File: config.mk
export PLATFORM = sky130hd
export DESIGN_NAME = karatsuba_mac_acc_flat
export DESIGN_NICKNAME = d
export VERILOG_FILES = /design/src/rtl/karatsuba_pkg.sv /design/src/rtl/karatsuba_mac_acc_if.sv /design/src/rtl/karatsuba_acc_add.sv /design/src/rtl/karatsuba_mac_acc.sv /design/src/flat_wrapper.sv
export SDC_FILE = /design/constraint.sdc
export NUM_CORES = 1
export LEC_CHECK = 0
export BUFFER_PORTS_ARGS = -buffer_cell sky130_fd_sc_hd__clkbuf_2
export CORE_MARGIN = 1
export CORE_UTILIZATION = 51
export DETAILED_ROUTE_END_ITERATION = 8
export GPL_TIMING_DRIVEN = 0
export PLACE_DENSITY = 0.78
export SLEW_MARGIN = 20
export SYNTH_ARGS = -nofsm -noshare
export SYNTH_HDL_FRONTEND = slang
export SYNTH_SLANG_ARGS = --single-unit
File: constraint.sdc
create_clock -name clk -period 3.5 [get_ports clk]
set_clock_uncertainty 0.1 [all_clocks]
set_input_delay 0.525 -clock clk [delete_from_list [all_inputs] [get_ports clk]]
set_output_delay 0.525 -clock clk [all_outputs]
set_load 0.1 [all_outputs]
File: src/rtl/karatsuba_pkg.sv
// karatsuba_pkg: shared product width and accumulator FSM encoding for the Karatsuba blocks
package karatsuba_pkg;
    localparam int PW = 64;
    typedef enum logic [1:0] {
        IDLE = 2'd0,
        ACC  = 2'd1,
        DONE = 2'd2
    } state_t;
endpackage

File: src/rtl/karatsuba_mac_acc_if.sv
// karatsuba_mac_acc_if: product stream in, accumulated result out with valid/ready handshake
interface karatsuba_mac_acc_if import karatsuba_pkg::*; #(
    parameter int AW = 72,
    parameter int LW = 8
) ();
    logic          start;
    logic [LW-1:0] len;
    logic          prod_valid;
    logic [PW-1:0] prod;
    logic          busy;
    logic          res_valid;
    logic          res_ready;
    logic [AW-1:0] res;
    logic          ovf;
    logic          drop;
    modport master (
        output start, len, prod_valid, prod, res_ready,
        input  busy, res_valid, res, ovf, drop
    );
    modport slave (
        input  start, len, prod_valid, prod, res_ready,
        output busy, res_valid, res, ovf, drop
    );
endinterface

File: src/rtl/karatsuba_acc_add.sv
// karatsuba_acc_add: AW-bit accumulate adder with carry out; isolated so it can be retimed later
module karatsuba_acc_add import karatsuba_pkg::*; #(
    parameter int AW = 72
) (
    input  logic [AW-1:0] acc,
    input  logic [PW-1:0] prod,
    output logic [AW-1:0] sum,
    output logic          carry
);
    assign {carry, sum} = {1'b0, acc} + {1'b0, AW'(prod)};
endmodule

File: src/rtl/karatsuba_mac_acc.sv
// karatsuba_mac_acc: accumulates a run of len products and presents the sum via valid/ready
module karatsuba_mac_acc import karatsuba_pkg::*; #(
    parameter int AW = 72,
    parameter int LW = 8
) (
    input logic                clk,
    input logic                rst,
    karatsuba_mac_acc_if.slave bus
);
    state_t        state_q, state_d;
    logic [AW-1:0] acc_q, acc_d, sum;
    logic [LW-1:0] cnt_q, cnt_d, len_q, len_d;
    logic          ovf_q, ovf_d, drop_q, drop_d, busy_q, busy_d, res_valid_q, res_valid_d;
    logic          carry, take_start;

    karatsuba_acc_add #(.AW(AW)) u_add (
        .acc  (acc_q),
        .prod (bus.prod),
        .sum  (sum),
        .carry(carry)
    );

    always_comb begin
        take_start  = bus.start & ((state_q == IDLE) | ((state_q == DONE) & bus.res_ready));
        state_d     = state_q;
        acc_d       = acc_q;
        cnt_d       = cnt_q;
        len_d       = len_q;
        ovf_d       = ovf_q;
        drop_d      = drop_q | (bus.prod_valid & (state_q != ACC));
        if (state_q == ACC) begin
            if (bus.prod_valid) begin
                acc_d   = sum;
                ovf_d   = ovf_q | carry;
                cnt_d   = cnt_q + 1'b1;
                state_d = (cnt_q == len_q - 1'b1) ? DONE : ACC;
            end
        end else if (take_start) begin
            state_d = (bus.len == '0) ? DONE : ACC;
            acc_d   = '0;
            cnt_d   = '0;
            ovf_d   = 1'b0;
            len_d   = bus.len;
        end else if ((state_q == DONE) & bus.res_ready) begin
            state_d = IDLE;
        end
        busy_d      = state_d != IDLE;
        res_valid_d = state_d == DONE;
    end

    always_ff @(posedge clk) begin
        if (rst) begin
            state_q     <= IDLE;
            acc_q       <= '0;
            cnt_q       <= '0;
            len_q       <= '0;
            ovf_q       <= 1'b0;
            drop_q      <= 1'b0;
            busy_q      <= 1'b0;
            res_valid_q <= 1'b0;
        end else begin
            state_q     <= state_d;
            acc_q       <= acc_d;
            cnt_q       <= cnt_d;
            len_q       <= len_d;
            ovf_q       <= ovf_d;
            drop_q      <= drop_d;
            busy_q      <= busy_d;
            res_valid_q <= res_valid_d;
        end
    end

    assign bus.busy      = busy_q;
    assign bus.res_valid = res_valid_q;
    assign bus.res       = acc_q;
    assign bus.ovf       = ovf_q;
    assign bus.drop      = drop_q;
endmodule
File: src/flat_wrapper.sv
// flat-port wrapper written by rule: the top's interface ports become plain ports
module karatsuba_mac_acc_flat import karatsuba_pkg::*;
#(
    parameter int AW = 72,
    parameter int LW = 8
)
  (clk, rst, bus_start, bus_len, bus_prod_valid, bus_prod, bus_res_ready, bus_busy, bus_res_valid, bus_res, bus_ovf, bus_drop);
  karatsuba_mac_acc_if #(.AW(AW), .LW(LW)) bus_i ();
  input logic clk;
  input logic rst;
  input wire logic [$bits(bus_i.start)-1:0] bus_start;
  input wire logic [$bits(bus_i.len)-1:0] bus_len;
  input wire logic [$bits(bus_i.prod_valid)-1:0] bus_prod_valid;
  input wire logic [$bits(bus_i.prod)-1:0] bus_prod;
  input wire logic [$bits(bus_i.res_ready)-1:0] bus_res_ready;
  output wire logic [$bits(bus_i.busy)-1:0] bus_busy;
  output wire logic [$bits(bus_i.res_valid)-1:0] bus_res_valid;
  output wire logic [$bits(bus_i.res)-1:0] bus_res;
  output wire logic [$bits(bus_i.ovf)-1:0] bus_ovf;
  output wire logic [$bits(bus_i.drop)-1:0] bus_drop;
  assign bus_i.start = bus_start;
  assign bus_i.len = bus_len;
  assign bus_i.prod_valid = bus_prod_valid;
  assign bus_i.prod = bus_prod;
  assign bus_i.res_ready = bus_res_ready;
  assign bus_busy = bus_i.busy;
  assign bus_res_valid = bus_i.res_valid;
  assign bus_res = bus_i.res;
  assign bus_ovf = bus_i.ovf;
  assign bus_drop = bus_i.drop;
  karatsuba_mac_acc #(.AW(AW), .LW(LW)) u_core (.clk(clk), .rst(rst), .bus(bus_i));
endmodule
Word-level counts from Yosys, hierarchy flattened
Cells that the tools add are included.

word-level totals
  bits in registers = 94
  latch bits = 0
  memory bits (writable) = 0
  memory bits (read-only) = 0
  memories kept = 0

cells by class
  $add $sub $neg = 3
  multiply operators = 0
  div/mod/pow operators = 0
  magnitude comparators = 0
  equality and inequality tests = 6
  shift-type cells = 0
  multiplexer cells = 15
  bitwise logic cells = 7
  reduce and logical (&&, ||, !) cells = 6

operator list
  cell                                              number
  two-way mux 72 bit                                3
  adder 72 x 64 -> 73 bit                           1
  two-way mux 8 bit                                 3
  two-way mux 2 bit                                 6
  adder 8 x 1 -> 8 bit, second input constant       1
  == test 8 bit                                     1
  zero test 8 bit                                   1
  subtractor 8 x 1 -> 8 bit, second input constant  1
  == test 2 bit, second input constant              2
  AND reduction 2 bit                               2
  nonzero test 2 bit                                2
  bitwise AND 1 bit                                 3
  two-way mux 1 bit                                 3
  bitwise OR 1 bit                                  3
  == test 2 x 1 -> 1 bit, second input constant     1
  zero test 2 bit                                   1
  != test 2 x 1 -> 1 bit, second input constant     1
  != test 2 bit, second input constant              1
  inverter 1 bit                                    1

Logic depth before layout (Yosys ltp)
  word-level depth = 7
  depth in mapped cells = 12

Hierarchy
Synthesis repeated with hierarchy kept, for this count alone.

unflattened totals
  cell total of the unflattened synthesis = 1061
  area total of the unflattened synthesis = 7718.7 um^2

by module, submodules not included
  module             times used  cells each  area an instance (um^2)  seq. area each (um^2)
  karatsuba_acc_add  1           602         4056.4                   0.0
  karatsuba_mac_acc  1           459         3662.3                   1881.8

Worst setup path before layout
Ideal clock, no wire load.

  path type = register -> register
  start point = register u_core.acc_q[0], in the netlist u_core.bus.res[0]
  end point = register u_core.acc_q[60], in the netlist u_core.bus.res[60]
  library setup time = 0.119 ns
  arrival time = 3.604 ns
  data required time = 3.281 ns
  setup slack = -0.323 ns
  stages on the path, launching flop included = 13
  cells stage by stage = dfxtp_1 > ha_1 > fa_1 > a21o_1 > a21oi_1 > o21ai_1 > a21boi_1 > o21ai_1 > nand4b_1 > a2111oi_1 > o2111ai_1 > a21o_1 > a32o_1

between the ends
  cells in the longest elaborated chain, start to end = 3

ends and longest elaborated chain
  item                     RTL line                 text
  from (decl)              karatsuba_mac_acc.sv:11  logic [AW-1:0] acc_q, acc_d, sum;
  from (signal assigned)   karatsuba_mac_acc.sv:54  acc_q <= '0;
  from (signal assigned)   karatsuba_mac_acc.sv:63  acc_q <= acc_d;
  adder 72 x 64 -> 73 bit  karatsuba_acc_add.sv:10  assign {carry, sum} = {1'b0, acc} + {1'b0, AW'(prod)};
  two-way mux 72 bit       karatsuba_mac_acc.sv:32  if (bus.prod_valid) begin
  two-way mux 72 bit       karatsuba_mac_acc.sv:31  if (state_q == ACC) begin

Every way passes these cells. The select of a mux whose other input is x is not followed.
A chain may end at the register's enable or synchronous reset.

Worst setup path in the final report
  start point = register u_core.acc_q[3], in the netlist u_core.bus.res[3]
  end point = register u_core.acc_q[65], in the netlist u_core.bus.res[65]

Same word-level chain as after synthesis.

==> impl_metrics.toml <==
[run_status]
status = "completed"

[placement]
dp_hpwl_um = 16300
port-buffer-count = 152
place.gp.congestion = 0.969
dpl-instance-area_mm2 = 0.00842

[floorplanning]
start_util_pct = 52.8
die_y_um = 122
core_mm2 = 0.0140
ios = 153
die_area_mm2 = 0.0150
rows = 43
chipWidth_um = 122

[synth]
yosys_warnings = 0
synthFlopType = "dfxtp_1"
synth_cell_types = 72
ys_async_sr_fraction_pct = 0
synth.ff_latch_count = 94
synth_edf_count = 0
synthCells = 972
avgSynthCellArea_um2 = 7.61
syn-num-nets = 1116
syn-cell-area_mm2 = 0.00739
ys_seq_area_share_pct = 25.5

[cells_and_area]
final_cell_mix = "152 x clkbuf_2, 116 x nand2_1, 96 x a21oi_1"
nFillCells = 1241
area_delta_synth_final_pct = 22.5
final_common_cell = "clkbuf_2"
final_util_pct = 64.7
nets = 1290
n_antenna_cell = 0
stdcell_area_mm2 = 0.00906
drive_above_1_share_pct = 23.3

[timing]
max_freq_ghz = 0.291
worst_slew_pin_slew_ns = 0.755
rsz0062_at_grt = "yes"
min_period_ns = 3.44
fin_setup_tns_ns = 0
setup_viol = 0
slew_headroom_pct = 49.5
finalHoldViolCount = 0
post-route-period-util_pct = 98.2
slew_violations = 0

[global_route]
grt_max_degree = 19
antenna_found_initial = 0
grt_usage_pct = 28.0
grt_pass1_vias = 7046
grt_pass1_wl_um = 33600
gr-total-overflow = 0

[power]
internal_power_uw = 1990
pwr_density_cell_mw_per_mm2 = 356
vdd_drop_max_uv = 262
p_switching_uw = 1230
netSwitchingFraction_pct = 38.2
clkPwrFrac_pct = 33.0
leakage_uw = 0.00417
pwr-share-comb_pct = 31.2
seqPwrFrac_pct = 35.8

[drt]
routed-via-count = 7918
drtAntennaViolNets = 0
drt_iter0_markers = 475
firstDrtPassIters = 5
routed_via_density = 5.95
wl_per_cell_um = 16.1
routed_wl_um = 21400
drc = 0

[cts]
h-tree-depth = 3
cts_made_buffers = 9
cts_tree = "done"
cts.sinks = 94
cts_buffer_depth = 2
clk_pin_slew_ns = 0.08
root_buffer = "clkbuf_16"
insertion_delay_ns = 0.36

[worst_setup_path]
arrival_ns = 3.63
crit_type = "register to register"
worst_ep_required_time_ns = 3.70
worstSetupStartpointType = "register"
crit_chain = "ha_4, o21ai_1, o211ai_1, nand3_2, o311ai_4, nand4_1, a21o_1, o31ai_4, buf_6, a31oi_4, or3_4, a21oi_2"
critPathMaxFanout = 5
cpPeakStageDelay_ns = 0.41
slowest_stage = "or3_4"
setup.worst_path.end_class = "register"

[worst_hold_path]
hp-class = "primary input to register"

[run]
cap_violations = 0
-- per-layer routing --
layer  part of all wire, %  GRT usage, %
met4                   2.1          9.38
met3                   6.1          4.69
met2                    47          45.7
met1                    45          37.3
met5                     0             0
-- worst max-delay path, delay by kind of cell, from the launching register on --
kind	cells	cell delay, ns
AOI/OAI and AO/OA	7	1.64
and+or+nand+nor	3	0.82
DFF	1	0.36
adders and majority gates	1	0.28
buffers and inverters	1	0.16
-- sequential cells by signal, summed over array words and instances (netlist names) --
name / cells
u_core.bus.busy: 1
u_core.bus.drop: 1
u_core.bus.ovf: 1
u_core.bus.res: 72
u_core.bus.res_valid: 1
u_core.cnt_q: 8
u_core.len_q: 8
u_core.state_q: 2
-- cells by family (layout without fill, tap and decap cells) --
group | count (synthesis) | count (layout) | share of synthesized area, %
muxes | 3 | 3 | 0.406
adders and majority gates | 67 | 67 | 11.4
AOI/OAI and AO/OA | 338 | 338 | 29.6
and+or+nand+nor | 333 | 333 | 21.4
DFF | 94 | 94 | 25.5
buffers and inverters | 69 | 248 | 3.71
xor gates and xnor gates | 68 | 68 | 8.06
-- layout make-up --
class                      instances  area [µm²]  share of cell area, %
buffer                            45         189                   2.09
clock buffer                       9         225                   2.49
clock inverter                     7        83.8                  0.926
inverter                          24        90.1                  0.995
multi-input combinational        809        5460                   60.3
sequential                        94        1930                   21.3
tap                              180         225                   2.49
timing repair buffer             163         847                   9.35
-- power groups by stage --
stage / registers (µW) / logic [µW] / clock network, µW
final: 1150 / 1000 / 1060
after CTS: 1150 / 964 / 1070
after detailed placement: 1180 / 954 / 0
after global routing: 1160 / 1090 / 1130
after global placement: 1180 / 945 / 0
after floorplan: 1410 / 505 / 0
-- path summary, 6_finish.rpt --
path | from | endpoint | slack (ns) | cells after the start
max | u_core.bus.res[3]$_SDFFE_PP0P_ | u_core.bus.res[65]$_SDFFE_PP0P_ | 0.06 | 12
min | bus_len[7] | u_core.len_q[7]$_SDFFE_PP0P_ | 0.29 | 3
max reg2reg | u_core.bus.res[3]$_SDFFE_PP0P_ | u_core.bus.res[65]$_SDFFE_PP0P_ | 0.06 | 12
min reg2reg | u_core.bus.res[41]$_SDFFE_PP0P_ | u_core.bus.res[41]$_SDFFE_PP0P_ | 0.37 | 2
-- synth_stat cells, types with 3 or more instances --
cell type / instances / share of area [%]
nand2_1: 116 / 5.9
a21oi_1: 99 / 6.7
dfxtp_1: 94 / 25
nor2_1: 91 / 4.6
o21ai_0: 69 / 4.7
ha_1: 66 / 11
a21o_1: 44 / 4.5
xnor2_1: 39 / 4.6
clkbuf_1: 35 / 1.8
xor2_1: 29 / 3.4
a22oi_1: 28 / 2.8
inv_1: 24 / 1.2
nand4_1: 24 / 2.0
o21bai_1: 22 / 2.2
nand3_1: 18 / 1.2
or3_1: 14 / 1.2
a31oi_1: 10 / 0.85
nand2b_1: 10 / 0.85
nor2b_1: 10 / 0.85
and3_1: 9 / 0.76
nor3_1: 9 / 0.61
a21boi_0: 8 / 0.81
a211oi_1: 7 / 0.71
buf_2: 6 / 0.41
o211ai_1: 6 / 0.61
o21a_1: 6 / 0.61
and2_1: 5 / 0.42
nor4_1: 5 / 0.42
or4_1: 5 / 0.51
a32o_1: 4 / 0.54
or2_2: 4 / 0.34
a211o_1: 3 / 0.36
mux2i_1: 3 / 0.41
o2111ai_1: 3 / 0.36
o21ai_1: 3 / 0.20
o31ai_1: 3 / 0.30
-- through the flow --
stage               hold WS [ns]  power [µW]  std cells  worst slack [ns]
CTS                        0.283        3190       1321           0.00757
floorplan                  0.349        1920        972           0.00849
global route               0.289        3370       1331           -0.0236
finish                     0.286        3220       1331            0.0646
global placement           0.344        2120       1304            -0.589
detailed placement         0.355        2130       1304            -0.596
-- repair_timing --
action | 4_1_cts | 5_1_grt
hold buffers | 0 | 0
gates resized for setup | 11 | 33
pin swaps | 2 | 17
setup buffers | 1 | 10
hold endpoints to repair | 0 | 0
setup endpoints to repair | 8 | 15
No activity file was read; power rests on OpenSTA's default activity.
